File: config.mk
export PLATFORM = sky130hd
export DESIGN_NAME = imem_loader
export DESIGN_NICKNAME = d
export VERILOG_FILES = /design/src/rtl/imem_loader.sv
export SDC_FILE = /design/constraint.sdc
export NUM_CORES = 1
export LEC_CHECK = 0
export BUFFER_PORTS_ARGS = -buffer_cell sky130_fd_sc_hd__buf_2
export CORE_ASPECT_RATIO = 0.8
export CORE_MARGIN = 1
export CORE_UTILIZATION = 40
export DETAILED_ROUTE_END_ITERATION = 7
export PLACE_DENSITY = 0.59
export SYNTH_ARGS = -nofsm -noshare
export SYNTH_HDL_FRONTEND = slang
export SYNTH_SLANG_ARGS = --single-unit
File: constraint.sdc
create_clock -name clk_i -period 2.1 [get_ports clk_i]
set_input_delay 0.315 -clock clk_i [delete_from_list [all_inputs] [get_ports clk_i]]
set_output_delay 0.315 -clock clk_i [all_outputs]
set_load 0.01 [all_outputs]
File: src/rtl/imem_loader.sv
// Byte-stream program loader: packs little-endian words into instruction memory and holds the CPU in reset until loaded.
// Build option LOADER_CHECKSUM_EN adds a trailing checksum word that must match the sum of all written words.
//
// state | meaning
// IDLE  | CPU held in reset, waiting for start_i
// LOAD  | accepting stream bytes, writing one word per 4 bytes
// RUN   | image committed, CPU released
module imem_loader #(
  parameter int DEPTH_WORDS = 256,
  parameter int LEN_W       = 9
) (
  input  logic             clk_i,
  input  logic             rst_i,
  input  logic             start_i,
  input  logic [LEN_W-1:0] len_i,
  input  logic [7:0]       byte_i,
  input  logic             byte_valid_i,
  output logic             byte_ready_o,
  output logic             mem_we_o,
  output logic [31:0]      mem_addr_o,
  output logic [31:0]      mem_wdata_o,
  output logic             cpu_rst_n_o,
  output logic             busy_o,
  output logic             done_o,
  output logic             err_o
);

  typedef enum logic [1:0] {IDLE = 2'd0, LOAD = 2'd1, RUN = 2'd2} state_t;

  localparam logic [LEN_W-1:0] DEPTH_V = LEN_W'(DEPTH_WORDS);
  localparam logic [LEN_W-1:0] ONE_V   = LEN_W'(1);

  state_t           state_q, state_d;
  logic [1:0]       byte_cnt_q, byte_cnt_d;
  logic [LEN_W-1:0] word_idx_q, word_idx_d;
  logic [LEN_W-1:0] len_q, len_d;
  logic [23:0]      part_q, part_d;
  logic             byte_ready_d, mem_we_d, cpu_rst_n_d, busy_d, done_d, err_d;
  logic [31:0]      mem_addr_d, mem_wdata_d;
`ifdef LOADER_CHECKSUM_EN
  logic             ck_phase_q, ck_phase_d;
  logic [31:0]      sum_q, sum_d;
`endif

  logic        accept, word_full, data_word, last_data;
  logic        start_take, len_zero, len_over, fin_ok, fin_bad;
  logic [31:0] full_word;

  assign accept     = byte_ready_o & byte_valid_i;
  assign word_full  = accept && (byte_cnt_q == 2'd3);
  assign full_word  = {byte_i, part_q};
  assign last_data  = (word_idx_q == len_q - ONE_V);
  assign start_take = start_i && (state_q != LOAD);
  assign len_zero   = (len_i == '0);
  assign len_over   = (len_i > DEPTH_V);

`ifdef LOADER_CHECKSUM_EN
  assign data_word = word_full && !ck_phase_q;
  assign fin_ok    = word_full && ck_phase_q && (full_word == sum_q);
  assign fin_bad   = word_full && ck_phase_q && (full_word != sum_q);
`else
  assign data_word = word_full;
  assign fin_ok    = word_full && last_data;
  assign fin_bad   = 1'b0;
`endif

  always_ff @(posedge clk_i or negedge rst_i) begin
    if (!rst_i) begin
      state_q      <= IDLE;
      byte_cnt_q   <= '0;
      word_idx_q   <= '0;
      len_q        <= '0;
      part_q       <= '0;
      byte_ready_o <= 1'b0;
      mem_we_o     <= 1'b0;
      mem_addr_o   <= '0;
      mem_wdata_o  <= '0;
      cpu_rst_n_o  <= 1'b0;
      busy_o       <= 1'b0;
      done_o       <= 1'b0;
      err_o        <= 1'b0;
`ifdef LOADER_CHECKSUM_EN
      ck_phase_q   <= 1'b0;
      sum_q        <= '0;
`endif
    end else begin
      state_q      <= state_d;
      byte_cnt_q   <= byte_cnt_d;
      word_idx_q   <= word_idx_d;
      len_q        <= len_d;
      part_q       <= part_d;
      byte_ready_o <= byte_ready_d;
      mem_we_o     <= mem_we_d;
      mem_addr_o   <= mem_addr_d;
      mem_wdata_o  <= mem_wdata_d;
      cpu_rst_n_o  <= cpu_rst_n_d;
      busy_o       <= busy_d;
      done_o       <= done_d;
      err_o        <= err_d;
`ifdef LOADER_CHECKSUM_EN
      ck_phase_q   <= ck_phase_d;
      sum_q        <= sum_d;
`endif
    end
  end

  always_comb begin
    state_d = state_q;
    case (state_q)
      IDLE, RUN: begin
        if (start_i) begin
          if (len_over)      state_d = IDLE;
          else if (len_zero) state_d = RUN;
          else               state_d = LOAD;
        end
      end
      LOAD: begin
        if (fin_ok)       state_d = RUN;
        else if (fin_bad) state_d = IDLE;
      end
      default: state_d = IDLE;
    endcase
  end

  always_comb begin
    byte_cnt_d  = byte_cnt_q;
    word_idx_d  = word_idx_q;
    len_d       = len_q;
    part_d      = part_q;
    mem_we_d    = 1'b0;
    mem_addr_d  = mem_addr_o;
    mem_wdata_d = mem_wdata_o;
    done_d      = 1'b0;
    err_d       = err_o;
`ifdef LOADER_CHECKSUM_EN
    ck_phase_d  = ck_phase_q;
    sum_d       = sum_q;
`endif

    if (start_take) begin
      if (len_over) begin
        err_d = 1'b1;
      end else begin
        err_d      = 1'b0;
        len_d      = len_i;
        byte_cnt_d = '0;
        word_idx_d = '0;
        part_d     = '0;
        done_d     = len_zero;
`ifdef LOADER_CHECKSUM_EN
        ck_phase_d = 1'b0;
        sum_d      = '0;
`endif
      end
    end

    if (accept) begin
      if (word_full) begin
        byte_cnt_d = '0;
        part_d     = '0;
      end else begin
        byte_cnt_d = byte_cnt_q + 2'd1;
        case (byte_cnt_q)
          2'd0:    part_d[7:0]   = byte_i;
          2'd1:    part_d[15:8]  = byte_i;
          default: part_d[23:16] = byte_i;
        endcase
      end
    end

    if (data_word) begin
      mem_we_d    = 1'b1;
      mem_addr_d  = {{(30-LEN_W){1'b0}}, word_idx_q, 2'b00};
      mem_wdata_d = full_word;
      word_idx_d  = word_idx_q + ONE_V;
`ifdef LOADER_CHECKSUM_EN
      sum_d       = sum_q + full_word;
      if (last_data) ck_phase_d = 1'b1;
`endif
    end

    if (fin_ok)  done_d = 1'b1;
    if (fin_bad) err_d  = 1'b1;

    // Release the CPU only after a full cycle in RUN, so the last write has settled.
    cpu_rst_n_d  = (state_q == RUN) && !start_i;
    byte_ready_d = (state_d == LOAD);
    busy_d       = (state_d == LOAD);
  end

endmodule

After elaboration in Yosys (flattened, before gate mapping). Index checks and enable logic that the tools add are counted.

Flip-flop bits (word level): 92. Input port bits: 21. Output and inout bits: 70. Word-level logic and storage cells: 66.

Add/sub/neg operators: 3. Order comparisons: 1. Eq/ne operators: 9. Mux-type cells: 24. Bitwise logic cells: 2. Reductions and logical operators: 15.

Operators by type and width (number): 2-to-1 mux 24 bit (4); 2-to-1 mux 9 bit (3); 2-to-1 mux 8 bit (3); 2-to-1 mux 2 bit (8); adder 9 x 1 -> 9 bit, second input constant (1); equality test 9 bit (1); greater-than comparator 9 bit, second input constant (1); zero test 9 bit (1); subtractor 9 x 1 -> 9 bit, second input constant (1); equality test 2 x 1 -> 1 bit, second input constant (3); AND reduction 2 bit (3); 2-to-1 mux 1 bit (5); equality test 2 bit, second input constant (2); logical AND 1 bit (4); zero test 2 bit (2); != test 2 bit, second input constant (2); one-hot mux 2 bit (2 select lines) (1); nonzero test 2 bit (2); OR reduction 2 bit (2); adder 2 x 1 -> 2 bit, second input constant (1); != test 2 x 1 -> 1 bit, second input constant (1); bitwise AND 1 bit (1); zero test 1 bit (1); inverter 1 bit (1).

Longest topological paths before layout.
Depth in word-level cells: 6. Depth in mapped cells: 10. Gate-level depth less buffers: 8.

Least setup slack after synthesis. OpenSTA, ideal clock, no wires.

Path type: register to register. Start: register len_q[0]. End: register busy_o. Library setup time: 128 ps. Arrival time: 1618 ps. Data required time: 1972 ps. Path slack: 354 ps. Cell stages (with the launch flop): 10. Period minus slack after synthesis: 1746 ps. Cells stage by stage: dfrtp_1 buf_6 inv_1 ha_1 buf_6 nand2b_1 a311o_1 a21oi_1 and3_1 o22ai_1.

Cells in the longest elaborated chain, start to end: 6.

Ends and longest elaborated chain: from (decl) (line 36) `logic [LEN_W-1:0] len_q, len_d;`; from (signal assigned) (line 90) `len_q <= len_d;`; subtractor 9 x 1 -> 9 bit (line 52) `assign last_data = (word_idx_q == len_q - ONE_V);`; equality test 9 bit (line 52); logical AND 1 bit (line 63) `assign fin_ok = word_full && last_data;`; 2-to-1 mux 2 bit (line 118) `if (fin_ok) state_d = RUN;`; one-hot mux 2 bit (2 select lines) (line 109) `case (state_q)`; equality test 2 x 1 -> 1 bit (line 188) `busy_d = (state_d == LOAD);`; via busy_d (line 38) `logic byte_ready_d, mem_we_d, cpu_rst_n_d, busy_d, done_d, err_d;`; to (signal assigned) (line 97) `busy_o <= busy_d;`; to (decl) (line 23) `output logic busy_o,`.

The timed path passes the listed nets, and every way through them passes these cells. A chain may end at the register's enable or synchronous reset.

Worst setup path after layout.
Start: register len_q[1]. End: register busy_o.

The elaborated chain is that of the path after synthesis.

==> results_dict.tcl <==
set metrics [dict create \
    holdPathStages 2 \
    diodes 0 \
    pin_count 91 \
    portBuffers 67 \
    ys_ff_latch 92 \
    dp_slack_ns 0.0203 \
    hp-class "in2reg" \
    grt_busiest_layer "met2" \
    cts.sinks 92 \
    clk_latency_ns 0.34 \
    hold_start "len_i[0]" \
    critPathArrivalTime_ns 2.14 \
    slew_viol_final 0 \
    tritoncts "built" \
    reg2reg_slack_ns 0.17 \
    grt_max_degree 42 \
    detail_route.iter0.violations 274 \
    drc 0 \
    overflow 0 \
    avgRoutedWirePerCell_um 14.0 \
    dr.pass1.iters 4 \
    h-tree-depth 3 \
    p_leak_nw 2.67 \
    worst-setup-path-type "reg2reg" \
    place_area_um2 4700 \
    grt_pass1_vias 3118 \
    multi_input_area_um2 1780 \
    synthArstFlopShare 1.00 \
    cts_buffers 9 \
    core_area_um2 10400 \
    min_period_ns 1.93 \
    synth_cell_types 46 \
    critPathMaxFanout 9 \
    fp.dieW_um 118 \
    max-cap-violations 0 \
    tns_ns 0 \
    die_area_um2 11200 \
    final_area_um2 5040 \
    p_total_mw 5.85 \
    dp_hpwl_um 6500 \
    setup_ws_ns 0.170 \
    hold_path_end "len_q[0]$_DFFE_PN0P_" \
    fin_skew_ns 0.00471 \
    rows 33 \
    areaGrowthSynthToFinish_pct 16.7 \
    synth_edf_count 0 \
    wirelength_um 9540 \
    groute.usage.overall 0.179 \
    grt_pass1_wl_um 15600 \
    hold_violations 0 \
    clock.fmax_ghz 0.518 \
    antenna_found_initial 0 \
    grt.met2_usage 0.267 \
    ys.flop_type "dfrtp_1" \
    drive_gt1_frac 0.206 \
    final_nets 566 \
    rr_startpoint "len_q[1]$_DFFE_PN0P_" \
    seq_area_um2 2300 \
    grt_use_met1 0.252 \
    gp_congestion 0.820 \
    syn_inst 475 \
    ys_seq_area_frac 0.533 \
    vdd_drop_max_v 0.000404 \
    synth.avg_cell_area_um2 9.09 \
    clockBufferDepth 2 \
    grt_use_met3 0.0477 \
    setup_viol 0 \
    root_buffer "clkbuf_16" \
    cp_data_required_time_ns 2.31 \
    syn-cell-area_um2 4320 \
    endpoint_kind "flop" \
    power_density_nw_per_um2 1160 \
    fill_cells 1028 \
    min_period_over_period 0.919 \
    status "finished clean" \
    cp-start-kind "flop" \
    clk_pin_slew_ns 0.06 \
    worstRegToRegCells 8 \
    rsz0062_at_grt "no" \
    die-height_um 94.9 \
    ys.warnings.count 0 \
    ant_nets 0 \
    vias 3386 \
    start_util 0.417 \
    r2r_end "busy_o$_DFF_PN0_" \
    vias_per_cell 4.96 \
]
-- worst max path at each step --
stage / start / endpoint / slack [ns] / depth (start not counted)
floorplan: len_q[0]$_DFFE_PN0P_ / busy_o$_DFF_PN0_ / 0.35 / 9
global placement: len_q[1]$_DFFE_PN0P_ / busy_o$_DFF_PN0_ / 0.06 / 8
detailed placement: len_q[1]$_DFFE_PN0P_ / busy_o$_DFF_PN0_ / 0.02 / 8
CTS: len_q[1]$_DFFE_PN0P_ / busy_o$_DFF_PN0_ / 0.002 / 8
global route: len_q[1]$_DFFE_PN0P_ / busy_o$_DFF_PN0_ / 0.02 / 8
finish: len_q[1]$_DFFE_PN0P_ / busy_o$_DFF_PN0_ / 0.17 / 8
-- per-layer routing --
| metal | part of all wire | vias up |
|---|---|---|
| met5 | 0 | - |
| met4 | 0.016 | 0 |
| met3 | 0.061 | 14 |
| met2 | 0.43 | 110 |
| met1 | 0.49 | 1610 |
| li1 | - | 1652 |
-- through the flow --
step | hold slack (ns) | std cells | util
after global placement | 0.302 | 666 | 0.454
after detailed placement | 0.306 | 666 | 0.454
after floorplan | 0.0194 | 497 | -
final | 0.222 | 683 | 0.486
after CTS | 0.213 | 683 | 0.485
after global routing | 0.212 | 683 | 0.486
-- synthesized netlist by cell type (2+ instances only) --
cell type / instances / share of area
nand3b_1: 3 / 0.0052
ha_1: 7 / 0.020
buf_2: 4 / 0.0046
o31ai_1: 2 / 0.0035
nor4_1: 2 / 0.0029
xnor2_1: 3 / 0.0061
nor2_1: 8 / 0.0070
nand2_1: 163 / 0.14
mux2_2: 9 / 0.023
a21oi_1: 27 / 0.031
buf_1: 5 / 0.0043
buf_6: 2 / 0.0052
nand4_1: 4 / 0.0058
and3_1: 7 / 0.010
nand2b_1: 3 / 0.0043
dfrtp_1: 92 / 0.53
inv_1: 8 / 0.0070
o22ai_1: 2 / 0.0029
a31oi_1: 3 / 0.0043
xor2_1: 4 / 0.0081
clkbuf_1: 12 / 0.010
buf_4: 24 / 0.042
nand3_1: 33 / 0.038
nor3_1: 6 / 0.0070
o21ai_0: 21 / 0.024
-- where the power goes --
| group | internal (mW) | switching, mW | leakage, nW | total, mW |
|---|---|---|---|---|
| Combinational | 0.624 | 0.914 | 1.31 | 1.54 |
| Sequential | 2.33 | 0.325 | 1.20 | 2.65 |
| Clock | 0.989 | 0.674 | 0.156 | 1.66 |
| Total | 3.94 | 1.91 | 2.67 | 5.85 |
-- state kept, by name, summed over array words and instances (netlist names) --
signal,flops
state_q,2
mem_addr_o,9
mem_we_o,1
done_o,1
mem_wdata_o,32
len_q,9
word_idx_q,9
err_o,1
busy_o,1
cpu_rst_n_o,1
part_q,24
byte_cnt_q,2
-- worst max-delay path, cell delays in order (launching register included) --
cell and delay [ns]:
dfrtp_2 0.46, inv_1 0.11, ha_4 0.19, xor3_1 0.22
nor3_1 0.14, o21ai_0 0.10, a22oi_1 0.26, and3_1 0.24
o22ai_1 0.09
-- what timing repair did --
action | in CTS | in global routing
hold endpoints to repair | 32 | 0
gates resized for setup | 0 | 3
setup endpoints to repair | 0 | 4
hold buffers | 1 | 0
buffers inserted | 0 | 0
-- cell families (layout without fill, tap and decap cells) --
| group | count (synthesis) | after routing | synth area share |
|---|---|---|---|
| XOR/XNOR | 9 | 9 | 0.0235 |
| adder cells (fa/ha/maj) | 7 | 7 | 0.0203 |
| other | 1 | 23 | 0.000869 |
| buffers and inverters | 56 | 102 | 0.0765 |
| AND/OR/NAND/NOR | 238 | 238 | 0.241 |
| AO/OA/AOI/OAI | 62 | 62 | 0.0791 |
| multiplexers | 10 | 10 | 0.0258 |
| flip-flops | 92 | 92 | 0.533 |
-- layout by cell type, fill, tap and decap left out, drive strengths merged, types with 2 or more instances in the layout --
cell type,n
nand2,163
dfrtp,92
buf,77
nand3,33
a21oi,27
conb,23
o21ai,22
clkbuf,11
mux2,9
inv,9
nor2,8
and3,7
nor3,7
ha,7
xor2,5
nand4,4
nand2b,3
nand3b,3
xnor2,3
a31oi,3
nor4,3
clkinv,3
o31ai,2
o22ai,2
or3,2
-- layout make-up --
class / instances / area share
Sequential cell: 92 / 0.457
Multi-Input combinational cell: 349 / 0.354
Inverter: 8 / 0.00596
Timing Repair Buffer: 78 / 0.0864
Clock inverter: 5 / 0.0114
Tap cell: 140 / 0.0348
Clock buffer: 11 / 0.0502
Power figures use the tool's default switching activity.
